### src/rtl/inst_fetch_unit_pkg.sv
// Core-wide fetch definitions: state encodings, NOP word and default vectors.
package inst_fetch_unit_pkg;

  typedef enum logic [1:0] {
    FS_BOOT = 2'd0,
    FS_RUN  = 2'd1,
    FS_TRAP = 2'd2
  } fetch_state_e;

  localparam logic [31:0] NOP_INST             = 32'h0000_0013;
  localparam logic [31:0] DEFAULT_RESET_VECTOR = 32'h0000_0000;
  localparam logic [31:0] DEFAULT_TRAP_VECTOR  = 32'h0000_0040;

endpackage

### src/rtl/inst_fetch_unit_next_pc_sel.sv
// Combinational next-PC / next-state priority mux for the fetch stage.
module inst_fetch_unit_next_pc_sel
  import inst_fetch_unit_pkg::*;
#(
  parameter int unsigned     ADDR_WIDTH  = 32,
  parameter logic [ADDR_WIDTH-1:0] TRAP_VECTOR = ADDR_WIDTH'(DEFAULT_TRAP_VECTOR)
) (
  input  fetch_state_e          state,
  input  logic [ADDR_WIDTH-1:0] pc,
  input  logic                  stall,
  input  logic                  redirect_valid,
  input  logic [ADDR_WIDTH-1:0] redirect_target,
  input  logic                  trap_ack,
  output logic [ADDR_WIDTH-1:0] next_pc,
  output fetch_state_e          next_state,
  output logic                  count_en
);

  always_comb begin
    next_pc    = pc;
    next_state = state;
    count_en   = 1'b0;
    case (state)
      FS_RUN: begin
        // A retiring branch wins over stall; a misaligned target parks in TRAP with the bad PC kept.
        if (redirect_valid && (redirect_target[1:0] != 2'b00)) begin
          next_state = FS_TRAP;
          next_pc    = redirect_target;
        end else if (redirect_valid) begin
          next_pc  = redirect_target;
          count_en = 1'b1;
        end else if (!stall) begin
          next_pc  = pc + ADDR_WIDTH'(4);
          count_en = 1'b1;
        end
      end
      FS_TRAP: begin
        if (trap_ack) begin
          next_pc    = TRAP_VECTOR;
          next_state = FS_BOOT;
        end
      end
      default: begin
        next_state = FS_RUN;
      end
    endcase
  end

endmodule

### src/rtl/inst_fetch_unit.sv
// Fetch stage: owns the PC, addresses the ROM and presents {pc, inst, valid} to decode.
module inst_fetch_unit
  import inst_fetch_unit_pkg::*;
#(
  parameter int unsigned           ADDR_WIDTH   = 32,
  parameter int unsigned           INST_WIDTH   = 32,
  parameter logic [ADDR_WIDTH-1:0] RESET_VECTOR = ADDR_WIDTH'(DEFAULT_RESET_VECTOR),
  parameter logic [ADDR_WIDTH-1:0] TRAP_VECTOR  = ADDR_WIDTH'(DEFAULT_TRAP_VECTOR)
) (
  input  logic                  clk,
  input  logic                  rst,
  input  logic                  stall,
  input  logic                  redirect_valid,
  input  logic [ADDR_WIDTH-1:0] redirect_target,
  input  logic                  trap_ack,
  output logic [ADDR_WIDTH-1:0] rom_addr,
  input  logic [INST_WIDTH-1:0] rom_data,
  output logic [ADDR_WIDTH-1:0] pc,
  output logic [ADDR_WIDTH-1:0] pc_plus4,
  output logic [INST_WIDTH-1:0] inst,
  output logic                  inst_valid,
  output logic                  misalign_trap,
  output logic [31:0]           fetch_count
);

  fetch_state_e          state_q, state_d;
  logic [ADDR_WIDTH-1:0] pc_q, pc_d;
  logic [31:0]           fetch_count_q;
  logic                  count_en;

  inst_fetch_unit_next_pc_sel #(
    .ADDR_WIDTH (ADDR_WIDTH),
    .TRAP_VECTOR(TRAP_VECTOR)
  ) u_next_pc_sel (
    .state          (state_q),
    .pc             (pc_q),
    .stall          (stall),
    .redirect_valid (redirect_valid),
    .redirect_target(redirect_target),
    .trap_ack       (trap_ack),
    .next_pc        (pc_d),
    .next_state     (state_d),
    .count_en       (count_en)
  );

  always_ff @(posedge clk) begin
    if (rst) begin
      state_q       <= FS_BOOT;
      pc_q          <= RESET_VECTOR;
      fetch_count_q <= 32'd0;
    end else begin
      state_q <= state_d;
      pc_q    <= pc_d;
      if (count_en) begin
        fetch_count_q <= fetch_count_q + 32'd1;
      end
    end
  end

  assign rom_addr    = pc_q;
  assign pc          = pc_q;
  assign pc_plus4    = pc_q + ADDR_WIDTH'(4);
  assign fetch_count = fetch_count_q;

  // Only RUN exposes ROM data; BOOT, TRAP and any stray encoding present a NOP bubble.
  always_comb begin
    inst          = INST_WIDTH'(NOP_INST);
    inst_valid    = 1'b0;
    misalign_trap = 1'b0;
    case (state_q)
      FS_RUN: begin
        inst       = rom_data;
        inst_valid = 1'b1;
      end
      FS_TRAP: begin
        misalign_trap = 1'b1;
      end
      default: begin
      end
    endcase
  end

endmodule

### config.mk
export PLATFORM = sky130hd
export DESIGN_NAME = inst_fetch_unit
export DESIGN_NICKNAME = d
export VERILOG_FILES = /design/src/rtl/inst_fetch_unit_pkg.sv /design/src/rtl/inst_fetch_unit_next_pc_sel.sv /design/src/rtl/inst_fetch_unit.sv
export SDC_FILE = /design/constraint.sdc
export NUM_CORES = 1
export LEC_CHECK = 0
export CAP_MARGIN = 20
export CORE_ASPECT_RATIO = 0.7
export CORE_MARGIN = 4
export CORE_UTILIZATION = 36
export CTS_CLUSTER_SIZE = 10
export DETAILED_ROUTE_END_ITERATION = 8
export PLACE_DENSITY = 0.85
export SETUP_SLACK_MARGIN = 0.2
export SLEW_MARGIN = 15
export SYNTH_ARGS = -nofsm -noshare
export SYNTH_HDL_FRONTEND = slang
export SYNTH_SLANG_ARGS = --single-unit
### constraint.sdc
create_clock -name clk -period 2.2 [get_ports clk]
set_input_delay 0.33 -clock clk [delete_from_list [all_inputs] [get_ports clk]]
set_output_delay 0.33 -clock clk [all_outputs]
set_load 0.05 [all_outputs]
==> results.sh <==
export IMPL_worst_hold_slack_ns=0.455
export IMPL_holdBufCountCts=0
export IMPL_synth_sequential_area_ratio_pct=30.6
export IMPL_endpoint_kind="output port"
export IMPL_start_kind="register"
export IMPL_post_dp_hpwl_um=12900
export IMPL_clock_fmax_ghz=0.422
export IMPL_horizontal_die_dimension_um=139
export IMPL_hold_path_class="input pin to register"
export IMPL_final_hold_viol_count=0
export IMPL_floorplan_core_area_um2=11700
export IMPL_cts_sink_count=66
export IMPL_first_global_vias=5451
export IMPL_initialDrtViolationCount=338
export IMPL_clock_tree_from_tritoncts="built"
export IMPL_detailedRoute_firstPassIterationCount=5
export IMPL_synth_xor_area_share_pct=10.9
export IMPL_placement_io_buffers=230
export IMPL_setup_ws_ns=-0.167
export IMPL_nets_final=908
export IMPL_grt_pass1_wl_um=28600
export IMPL_peakVddDrop_v=0.000694
export IMPL_status="finished, violations left"
export IMPL_floorplan_initialDensity_pct=36.9
export IMPL_synth_top_family_by_area="simple AND/OR/NAND/NOR gates"
export IMPL_synth_simple_gate_area_share_pct=31.0
export IMPL_drt_antenna_violating_nets=0
export IMPL_die_area_um2=13800
export IMPL_synth_compound_gate_area_share_pct=15.2
export IMPL_setup_repair_after_global_routing_missed_its_margin="true"
export IMPL_timing_final_crit_share_pct=108
export IMPL_share_of_cells_above_drive_strength_1_pct=36.2
export IMPL_reg2reg_setup_slack_ns=0.17
export IMPL_post_route_min_period_ns=2.37
export IMPL_route_detailed_vias_per_inst=5.42
export IMPL_syn_nets=616
export IMPL_count_of_flip_flops_with_a_built_in_enable_after_synthesis=0
export IMPL_crit_arrival_ns=2.04
export IMPL_mux_cell_area_share_after_synthesis_pct=0.492
export IMPL_ctsRootBufferMaster="sky130_fd_sc_hd__clkbuf_16"
export IMPL_grt_start_max_net_pins=37
export IMPL_synth_main_ff_cell="sky130_fd_sc_hd__dfxtp_1"
export IMPL_worst_setup_skew_after_layout_ns=0.00659
export IMPL_worst_endpoint_required_ns=1.87
export IMPL_power_per_cell_area_nw_per_um2=1030
export IMPL_synth_cells=542
export IMPL_dpl_instance_area_um2=7540
export IMPL_critPathMaxFanout=5
export IMPL_avgRoutedWirePerCell_um=19.0
export IMPL_tightest_slew_ns=0.539
export IMPL_synth_async_reset_ratio_pct=0
export IMPL_criticalPathCategory="register to output port"
export IMPL_placed_instance_count=907
export IMPL_drc=0
export IMPL_finalPower_uw=9220
export IMPL_yosys_register_bits=66
export IMPL_clk_pin_slew_worst_paths_ns=0.06
export IMPL_io_pins=231
export IMPL_worstReg2RegEnd="fetch_count[22]$_SDFFE_PP0P_"
export IMPL_dr_total_vias=5395
export IMPL_longest_clk_path_bufs=2
export IMPL_grt_ovfl_total=0
export IMPL_instances_no_fill=996
export IMPL_worstHoldStart="rst"
export IMPL_hold_end="pc[19]$_SDFFE_PP0P_"
export IMPL_crit_reg2reg_launch="state_q[0]$_SDFFE_PP0P_"
export IMPL_whs_path_depth=4
export IMPL_global_route_usage_total_pct=25.5
export IMPL_die_h_um=99.7
export IMPL_yosys_area_share_adder_pct=1.45
export IMPL_post_synth_num_cell_types=62
export IMPL_reg2regPathDepth=8
export IMPL_failed_checks="setup timing"
export IMPL_leakagePower_uw=0.00397
export IMPL_syn_area_per_cell_um2=7.97
export IMPL_cts_htree_levels=3
export IMPL_gpl_final_weighted_congestion=0.925
export IMPL_grt_antenna_before_repair=0
export IMPL_design_area_um2=8920
export IMPL_final_setup_vio_count=15
export IMPL_max_slew_margin_rel_pct=64.0
export IMPL_tritoncts_num_buffers=9
export IMPL_std_cell_rows=33
export IMPL_clock_insertion_delay_worst_skew_ns=0.33
export IMPL_yosys_warnings=0
export IMPL_maxSlewViolCount=0
export IMPL_syn_cell_area_um2=4320
export IMPL_routed_wl_um=18900
export IMPL_synthToLayoutAreaGrowth_pct=106
export IMPL_number_of_maximum_capacitance_constraint_violations=0
export IMPL_antennaDiodeCount=0
-- sequential cells by signal, indices dropped and copies added (netlist names) --
signal and cells:
fetch_count 32, pc 32, state_q 2
-- worst max-delay path, stage by stage (launching register included) --
cell	delay (ns)
sky130_fd_sc_hd__dfxtp_4	0.36
sky130_fd_sc_hd__nand4_4	0.17
sky130_fd_sc_hd__nor4_4	0.36
sky130_fd_sc_hd__buf_6	0.16
sky130_fd_sc_hd__nand4_1	0.20
sky130_fd_sc_hd__xnor2_4	0.28
sky130_fd_sc_hd__buf_12	0.16
-- how the worst max path moves through the flow --
stage | startpoint | endpoint | slack [ns] | depth (start not counted)
floorplan | pc[19]$_SDFFE_PP0P_ | pc_plus4[28] | -0.09 | 5
global placement | redirect_valid | fetch_count[17]$_SDFFE_PP0P_ | -0.0006 | 7
detailed placement | redirect_valid | fetch_count[22]$_SDFFE_PP0P_ | -0.10 | 8
CTS | pc[12]$_SDFFE_PP0P_ | pc_plus4[31] | -0.15 | 6
global route | pc[13]$_SDFFE_PP0P_ | pc_plus4[31] | -0.25 | 6
finish | pc[13]$_SDFFE_PP0P_ | pc_plus4[31] | -0.17 | 6
-- metrics by stage --
stage | util (%) | setup TNS, ns | setup slack [ns]
after global routing | 76.1 | -2.22 | -0.247
after CTS | 72.1 | -0.627 | -0.153
after global placement | 64.3 | -0.000611 | -0.000611
after floorplan | - | -0.334 | -0.0913
after detailed placement | 64.3 | -0.692 | -0.102
final | 76.1 | -1.00 | -0.167
-- Yosys cell counts (6+ instances only) --
library cell | number | share of area (%)
sky130_fd_sc_hd__a21oi_1 | 14 | 1.6
sky130_fd_sc_hd__a22oi_1 | 11 | 1.9
sky130_fd_sc_hd__a31oi_1 | 6 | 0.87
sky130_fd_sc_hd__and2_1 | 30 | 4.3
sky130_fd_sc_hd__and3_1 | 7 | 1.0
sky130_fd_sc_hd__buf_4 | 35 | 6.1
sky130_fd_sc_hd__clkbuf_1 | 21 | 1.8
sky130_fd_sc_hd__dfxtp_1 | 66 | 31
sky130_fd_sc_hd__inv_1 | 17 | 1.5
sky130_fd_sc_hd__nand2_1 | 41 | 3.6
sky130_fd_sc_hd__nand3_1 | 20 | 2.3
sky130_fd_sc_hd__nand4_1 | 13 | 1.9
sky130_fd_sc_hd__nor2_1 | 56 | 4.9
sky130_fd_sc_hd__nor3_1 | 15 | 1.7
sky130_fd_sc_hd__nor4_1 | 16 | 2.3
sky130_fd_sc_hd__o21ai_0 | 33 | 3.8
sky130_fd_sc_hd__xnor2_1 | 42 | 8.5
sky130_fd_sc_hd__xor2_1 | 12 | 2.4
-- layout make-up --
type | count | area, µm²
flip-flops and latches | 66 | 1410
repair buffers | 344 | 3560
clock buffers | 12 | 268
well taps | 157 | 196
multi-input cells | 396 | 3360
inverters | 17 | 63.8
clock inverters | 4 | 70.1
fillers | 766 | 2800
-- timing repair --
action	in CTS	in global routing
setup endpoints to repair	45	99
hold endpoints to repair	0	0
setup buffers	48	24
pin swaps	31	30
resized for setup	60	66
gates cloned	1	0
-- cells in the final DEF (no fill, tap or decap), types with 5 or more instances in the layout --
cell type | Yosys | layout
sky130_fd_sc_hd__xnor2_4 | 0 | 15
sky130_fd_sc_hd__o21ai_0 | 33 | 32
sky130_fd_sc_hd__nor3_1 | 15 | 10
sky130_fd_sc_hd__buf_12 | 0 | 33
sky130_fd_sc_hd__and4_1 | 5 | 5
sky130_fd_sc_hd__and3_1 | 7 | 5
sky130_fd_sc_hd__a22oi_1 | 11 | 11
sky130_fd_sc_hd__nand2_1 | 41 | 38
sky130_fd_sc_hd__nor4_1 | 16 | 8
sky130_fd_sc_hd__nor2_4 | 0 | 10
sky130_fd_sc_hd__buf_6 | 1 | 25
sky130_fd_sc_hd__clkbuf_16 | 0 | 10
sky130_fd_sc_hd__dfxtp_4 | 0 | 21
sky130_fd_sc_hd__nor4_2 | 1 | 7
sky130_fd_sc_hd__dfxtp_2 | 0 | 6
sky130_fd_sc_hd__xor2_4 | 0 | 5
sky130_fd_sc_hd__or3_1 | 5 | 5
sky130_fd_sc_hd__nor2_1 | 56 | 46
sky130_fd_sc_hd__inv_1 | 17 | 16
sky130_fd_sc_hd__buf_4 | 35 | 117
sky130_fd_sc_hd__a31oi_1 | 6 | 5
sky130_fd_sc_hd__nor3_4 | 3 | 5
sky130_fd_sc_hd__a21oi_1 | 14 | 14
sky130_fd_sc_hd__dlymetal6s2s_1 | 0 | 28
sky130_fd_sc_hd__nand3_1 | 20 | 16
sky130_fd_sc_hd__nand4_1 | 13 | 13
sky130_fd_sc_hd__dfxtp_1 | 66 | 39
sky130_fd_sc_hd__xnor2_1 | 42 | 25
sky130_fd_sc_hd__and2_1 | 30 | 30
sky130_fd_sc_hd__clkdlybuf4s50_1 | 0 | 125
sky130_fd_sc_hd__dlygate4sd2_1 | 0 | 15
sky130_fd_sc_hd__nand3_4 | 1 | 6
-- per-layer routing --
metal | global-route usage, % | vias to the layer above | wire length, µm
li1 | - | 2487 | -
met1 | 31.0 | 2557 | 7170
met2 | 44.6 | 316 | 9650
met3 | 7.35 | 35 | 1680
met4 | 6.62 | 0 | 378
met5 | 0 | - | 0
-- report_power, final --
part / total, µW / switching, µW / internal [µW] / leakage, µW
clock network: 1620 / 534 / 1090 / 0.000166
registers: 1720 / 295 / 1430 / 0.000553
logic: 5880 / 3610 / 2270 / 0.00325
-- kinds of logic after synthesis --
kind of cell | after synthesis
buffers and inverters | 80
AO/OA/AOI/OAI | 97
XOR/XNOR | 54
flip-flops | 66
multiplexers | 2
AND/OR/NAND/NOR | 238
adder cells (fa/ha/maj) | 5
Power figures use the tool's default switching activity.
